===== src/rtl/serial_rx_fifo.sv =====
// rtl/serial_rx_fifo.sv - 8N1 serial receiver with show-ahead receive FIFO
module serial_rx_fifo #(
  parameter int CLK_DIV = 104,
  parameter int DEPTH   = 16
) (
  input  logic                     clk,
  input  logic                     reset,
  input  logic                     rx,
  input  logic                     rx_pop,
  input  logic                     clr_err,
  output logic [7:0]               rx_data,
  output logic                     rx_valid,
  output logic [$clog2(DEPTH):0]   rx_count,
  output logic                     overrun,
  output logic                     frame_err,
  output logic                     rx_busy
);

  localparam int AW = $clog2(DEPTH);
  localparam int CW = AW + 1;
  localparam logic [15:0] T_FULL = 16'(CLK_DIV - 1);
  localparam logic [15:0] T_HALF = 16'(CLK_DIV / 2 - 1);

  typedef enum logic [2:0] {S_IDLE, S_START, S_DATA, S_STOP, S_BREAK} state_t;

  state_t         r_state;
  logic           r_sync1;
  logic           r_rxs;
  logic [15:0]    r_timer;
  logic [2:0]     r_bitidx;
  logic [7:0]     r_shift;
  logic           r_push;
  logic [7:0]     r_push_data;
  logic           r_frame_err;

  logic [7:0]     r_mem [DEPTH];
  logic [AW-1:0]  r_wr_ptr;
  logic [AW-1:0]  r_rd_ptr;
  logic [CW-1:0]  r_count;
  logic           r_overrun;

  logic w_full;
  logic w_empty;
  logic w_pop;
  logic w_push;
  logic w_tick;

  always_ff @(posedge clk or posedge reset) begin
    if (reset) begin
      r_sync1 <= 1'b1;
      r_rxs   <= 1'b1;
    end else begin
      r_sync1 <= rx;
      r_rxs   <= r_sync1;
    end
  end

  assign w_tick = (r_timer == 16'd0);

  // Accepted bytes are handed to the FIFO one cycle later through r_push.
  always_ff @(posedge clk or posedge reset) begin
    if (reset) begin
      r_state     <= S_IDLE;
      r_timer     <= 16'd0;
      r_bitidx    <= 3'd0;
      r_shift     <= 8'h00;
      r_push      <= 1'b0;
      r_push_data <= 8'h00;
      r_frame_err <= 1'b0;
    end else begin
      r_push <= 1'b0;
      if (clr_err) r_frame_err <= 1'b0;
      case (r_state)
        S_IDLE: begin
          if (!r_rxs) begin
            r_state <= S_START;
            r_timer <= T_HALF;
          end
        end
        S_START: begin
          if (!w_tick) begin
            r_timer <= r_timer - 16'd1;
          end else if (r_rxs) begin
            r_state <= S_IDLE;
          end else begin
            r_state  <= S_DATA;
            r_bitidx <= 3'd0;
            r_timer  <= T_FULL;
          end
        end
        S_DATA: begin
          if (!w_tick) begin
            r_timer <= r_timer - 16'd1;
          end else begin
            r_shift <= {r_rxs, r_shift[7:1]};
            r_timer <= T_FULL;
            if (r_bitidx == 3'd7) r_state <= S_STOP;
            else r_bitidx <= r_bitidx + 3'd1;
          end
        end
        S_STOP: begin
          if (!w_tick) begin
            r_timer <= r_timer - 16'd1;
          end else if (r_rxs) begin
            r_push      <= 1'b1;
            r_push_data <= r_shift;
            r_state     <= S_IDLE;
          end else begin
            r_frame_err <= 1'b1;
            r_state     <= S_BREAK;
          end
        end
        S_BREAK: begin
          if (r_rxs) r_state <= S_IDLE;
        end
        default: r_state <= S_IDLE;
      endcase
    end
  end

  assign w_full  = (r_count == CW'(DEPTH));
  assign w_empty = (r_count == '0);
  assign w_pop   = rx_pop && !w_empty;
  // A simultaneous pop frees the slot, so a full FIFO still accepts the push.
  assign w_push  = r_push && (!w_full || w_pop);

  always_ff @(posedge clk or posedge reset) begin
    if (reset) begin
      for (int i = 0; i < DEPTH; i++) r_mem[i] <= 8'h00;
      r_wr_ptr  <= '0;
      r_rd_ptr  <= '0;
      r_count   <= '0;
      r_overrun <= 1'b0;
    end else begin
      if (w_push) begin
        r_mem[r_wr_ptr] <= r_push_data;
        r_wr_ptr        <= r_wr_ptr + 1'b1;
      end
      if (w_pop) r_rd_ptr <= r_rd_ptr + 1'b1;
      case ({w_push, w_pop})
        2'b10:   r_count <= r_count + 1'b1;
        2'b01:   r_count <= r_count - 1'b1;
        default: r_count <= r_count;
      endcase
      if (r_push && !w_push) r_overrun <= 1'b1;
      else if (clr_err)      r_overrun <= 1'b0;
    end
  end

  assign rx_data   = r_mem[r_rd_ptr];
  assign rx_valid  = !w_empty;
  assign rx_count  = r_count;
  assign overrun   = r_overrun;
  assign frame_err = r_frame_err;
  assign rx_busy   = (r_state != S_IDLE);

endmodule


===== config.mk =====
export PLATFORM = sky130hd
export DESIGN_NAME = serial_rx_fifo
export DESIGN_NICKNAME = d
export VERILOG_FILES = /design/src/rtl/serial_rx_fifo.sv
export SDC_FILE = /design/constraint.sdc
export NUM_CORES = 1
export LEC_CHECK = 0
export BUFFER_PORTS_ARGS = -buffer_cell sky130_fd_sc_hd__buf_4
export CELL_PAD_IN_SITES_DETAIL_PLACEMENT = 0
export CELL_PAD_IN_SITES_GLOBAL_PLACEMENT = 1
export CORE_AREA = 2 2 130 132
export DETAILED_ROUTE_END_ITERATION = 10
export DIE_AREA = 0 0 132 134
export PLACE_DENSITY_LB_ADDON = 0.1
export SLEW_MARGIN = 30
export SYNTH_ARGS = -nofsm -noshare
export SYNTH_HDL_FRONTEND = slang
export SYNTH_SLANG_ARGS = --single-unit

===== constraint.sdc =====
create_clock -name clk -period 8.55 [get_ports clk]
set_input_delay 1.2825 -clock clk [delete_from_list [all_inputs] [get_ports clk]]
set_output_delay 1.2825 -clock clk [all_outputs]
set_load 0.01 [all_outputs]

==> Word level (Yosys, flattened, before mapping) <==
Index checks and enable logic that the tools add are counted.
{ "totals": {"register_bits": 184, "inputBits": 5, "output_inout_bits": 17, "word_cells": 115} }
{ "classes": {"addsub": 6, "n_lt_le_gt_ge": 3, "eq_ne": 18, "mux": 36, "n_bitwise": 2, "n_reduce_logical": 21} }
{ "op_table": {"columns": ["operator", "count"], "rows": [
  ["bitwise mux 128 bit", 1],
  ["2-to-1 mux 16 bit", 5],
  ["one-hot mux 16 bit (4 select lines)", 1],
  ["2-to-1 mux 3 bit", 11],
  ["binary-select mux 8 bit (select 4 bit)", 1],
  ["demux 8 bit (select 4 bit)", 1],
  ["2-to-1 mux 8 bit", 3],
  ["inequality test 2 bit (second input constant)", 9],
  ["logical NOT 16 bit", 1],
  ["subtractor 16 x 1 -> 16 bit (second input constant)", 1],
  ["one-hot mux 3 bit (5 select lines)", 1],
  [">= comparator 5 bit (second input constant)", 2],
  ["inverter 4 -> 5 bit", 2],
  ["one-hot mux 5 bit (2 select lines)", 1],
  ["2-to-1 mux 1 bit", 9],
  ["adder 4 x 1 -> 4 bit (second input constant)", 2],
  ["== test 3 x 2 -> 1 bit (second input constant)", 2],
  ["== test 3 bit (second input constant)", 2],
  ["one-hot mux 3 bit (2 select lines)", 1],
  ["AND reduction 6 bit", 1],
  ["nonzero test 2 bit", 3],
  ["adder 5 x 1 -> 5 bit (second input constant)", 1],
  ["== test 5 bit (second input constant)", 1],
  ["logical NOT 5 bit", 1],
  ["other kinds (18)", 23]
]} }

==> Longest topological paths before layout <==
{ "depth": {"ltp_word": 8, "mapped_depth": 13, "ltp_nobuf": 11} }

==> Worst setup path after synthesis <==
Ideal clock, no wire load.
{ "synth_path": {"path_type": "reg-to-output", "start": "register r_rd_ptr[0]", "end": "output port rx_data[0]", "arrival_time_ps": 2252, "required_ps": 7267, "setup_slack_ps": 5016, "path_stages_with_launch": 5, "n_path_buf": 2, "path_cell_list": "dfrtp_1 -> clkbuf_1 -> buf_1 -> mux4_2 -> mux4_2"} }
{ "synth_via": {"elab_chain_len": 4} }
{ "synth_lines": {"columns": ["item", "line_no", "text"], "rows": [
  ["from (decl)", "38", "logic [AW-1:0] r_rd_ptr;"],
  ["from (signal assigned)", "139", "if (w_pop) r_rd_ptr <= r_rd_ptr + 1'b1;"],
  ["inverter 4 -> 5 bit (not written as such)", "150", "assign rx_data = r_mem[r_rd_ptr];"],
  ["binary-select mux 8 bit (select 4 bit)", "150", null],
  ["2-to-1 mux 8 bit (not written as such) (2 in series)", "150", null],
  ["to (decl)", "11", "output logic [7:0] rx_data,"]
]} }
Every way passes these cells. The select of a mux whose other input is x is not followed.

==> Worst setup path after layout <==
{ "layout_path": {"start": "register r_rd_ptr[0]", "end": "output port rx_data[6]"} }
The elaborated chain is that of the path after synthesis.

==> impl_metrics.py <==
metrics = {
    "yosys": {
        "ys_seq_area_frac": 0.523,
        "yosys.area.top_type": "dfrtp_1",
        "synth-edff-count": 0,
        "syn_nets": 620,
        "ys_async_sr_fraction": 1.00,
        "synth_cell_types": 56,
        "synth_area_leaders": "dfrtp_1, mux2_2, mux4_2, nand3_4, ha_1",
        "syn_area_per_cell_um2": 14.6,
        "yosysWarningCount": 0,
        "ys_top_cells_by_count": "dfrtp_1, mux2_2, mux4_2",
        "synth_top_area_frac": 0.517,
        "synth_most_common_cell": "dfrtp_1",
        "synth-seq-cells": 184,
        "synth_ff_type": "dfrtp_1",
        "synthesis.area_um2": 8800,
        "synthCells": 601,
    },
    "clock_network": {
        "cts.path.max_buffers": 2,
        "cts_hold_buf": 0,
        "post_cts_resized": 0,
        "cts_tree": "done",
        "cts_setup_buffers": 0,
        "cts.sinks": 184,
        "cts_inserted_buffers": 17,
        "path_clk_slew_ns": 0.07,
        "cts-root-buf": "clkbuf_16",
        "htree_levels": 4,
        "clk_latency_ns": 0.43,
    },
    "routing": {
        "ant_nets": 0,
        "drt-total-wl_um": 18200,
        "first_iter_violations": 217,
        "num_vias": 5005,
        "post_drt_wl_per_cell_um": 21.7,
        "drc": 0,
        "firstDrtPassIters": 4,
        "vias_per_cell": 5.95,
    },
    "sta": {
        "fin_crit_ns": 4.02,
        "rsz0062_at_grt": "no",
        "fin_skew_ns": 0.00740,
        "fin_crit_sh": 0.470,
        "slew_viol_final": 0,
        "worst_pin_slew_ns": 0.939,
        "tns_ns": 0,
        "setup_viol": 0,
        "timing.slew.headroom": 0.374,
        "finalHoldViolCount": 0,
        "fmax_ghz": 0.249,
        "whs_ns": 0.362,
    },
    "critical_path": {
        "worst_setup_path_end_kind": "output port",
        "r2r-start": "rx_count[0]",
        "path_max_fanout": 31,
        "cp.required_ns": 7.27,
        "cp_top_family": "multiplexers",
        "cp_slowest_cell": "mux4_2",
        "crit_start": "r_rd_ptr[0]",
        "worstPathCellList": "buf_4, mux4_2, mux4_2, buf_4",
        "cpPeakStageDelay_ns": 0.58,
        "worstPathArrival_ns": 2.73,
        "cp_num_buf_inv": 2,
        "critPathKind": "reg2out",
        "cp-start-kind": "flip-flop",
    },
    "floorplanning": {
        "die_h_um": 134,
        "core_area_um2": 16300,
        "num_rows": 47,
        "initial_utilization": 0.540,
        "die_w_um": 132,
        "die_area_um2": 17700,
        "io_pins": 22,
    },
    "cells_and_area": {
        "antennaDiodeCount": 0,
        "nets": 627,
        "layout-drive-gt1-share": 0.444,
        "area_growth_pct": 11.1,
    },
    "placement": {
        "portBuffers": 21,
        "hpwl_um": 11400,
        "gp_congestion": 0.805,
    },
    "global_route": {
        "grt-ovfl-total": 0,
        "grt_pass1_vias": 5265,
        "grt_pass1_wl_um": 29500,
        "antenna_found_initial": 0,
        "grt_max_degree": 110,
        "grt_use_total": 0.221,
    },
    "job": {
        "drv_cap": 0,
    },
    "hold_path": {
        "min_path_type": "reg2reg",
        "min-delay-start": "r_sync1",
    },
    "pwr": {
        "p_leak_nw": 4.63,
        "p_per_area_nw_per_um2": 180,
        "ir_worst_vdd_mv": 0.135,
    },
    "status": {
        "status": "finished clean",
    },
}
-- through the flow --
step	worst slack, ns	power [mW]	std cells	utilization	cell area [um^2]
floorplan	2.27	0.903	601	-	8800
global placement	4.74	0.910	809	0.560	9120
detailed placement	4.69	0.910	809	0.560	9120
CTS	4.48	1.77	841	0.600	9780
global route	4.40	1.81	841	0.601	9780
finish	4.53	1.76	841	0.601	9780
-- worst paths after layout --
kind	cells past startpoint	slack (ns)	to
min in group asynchronous	2	0.99	r_mem[85]
worst max register to register	11	5.09	rx_count[4]
max in group asynchronous	3	6.42	r_rd_ptr[0]
worst min-delay path	0	0.36	r_rxs
worst max-delay path	4	4.53	rx_data[6]
worst min register to register	0	0.36	r_rxs
-- flip-flops by register name, indices dropped and copies added (netlist names), 3 cells and up --
register and cells:
r_wr_ptr 4, r_state 3, r_timer 16, r_rd_ptr 4
r_shift 8, r_push_data 8, rx_count 5, r_mem 128
r_bitidx 3
-- metal layers --
metal,global-route usage,part of all wire
met1,0.309,0.47
met2,0.359,0.49
met3,0.0351,0.022
met4,0.0725,0.019
met5,0,0
-- cell type report --
cell class	instances	area, um^2
inverters	13	56.3
clock buffers	18	439
repair buffers	25	191
well taps	220	275
flip-flops and latches	184	4610
fillers	1325	6510
multi-input cells	367	3990
clock inverters	14	219
-- placed cells by master, fill, tap and decap left out, drive strengths merged, types with 9 or more instances in the layout --
| cell | synthesis | routed |
|---|---|---|
| mux2 | 147 | 147 |
| nor2 | 21 | 21 |
| a21oi | 10 | 10 |
| mux4 | 40 | 40 |
| dfrtp | 182 | 182 |
| clkbuf | 23 | 18 |
| inv | 13 | 15 |
| xor2 | 11 | 11 |
| o21ai | 14 | 14 |
| ha | 13 | 13 |
| xnor2 | 9 | 9 |
| buf | 14 | 25 |
| nand3 | 13 | 13 |
| nand2 | 14 | 14 |
-- cells by family after synthesis --
group,after synthesis,synth area share
adder cells (fa/ha/maj),14,0.0208
AO/OA/AOI/OAI,52,0.0389
multiplexers,188,0.292
buffers and inverters,50,0.0233
flip-flops,184,0.523
AND/OR/NAND/NOR,93,0.0822
XOR/XNOR,20,0.0199
-- where the power goes --
part | total (mW) | internal, mW | leakage (nW) | switching [mW]
Sequential | 0.872 | 0.871 | 2.54 | 0.000755
Combinational | 0.0210 | 0.00247 | 1.78 | 0.0185
Clock | 0.869 | 0.529 | 0.317 | 0.340
Note: power is estimated with default switching activity, not from simulation.
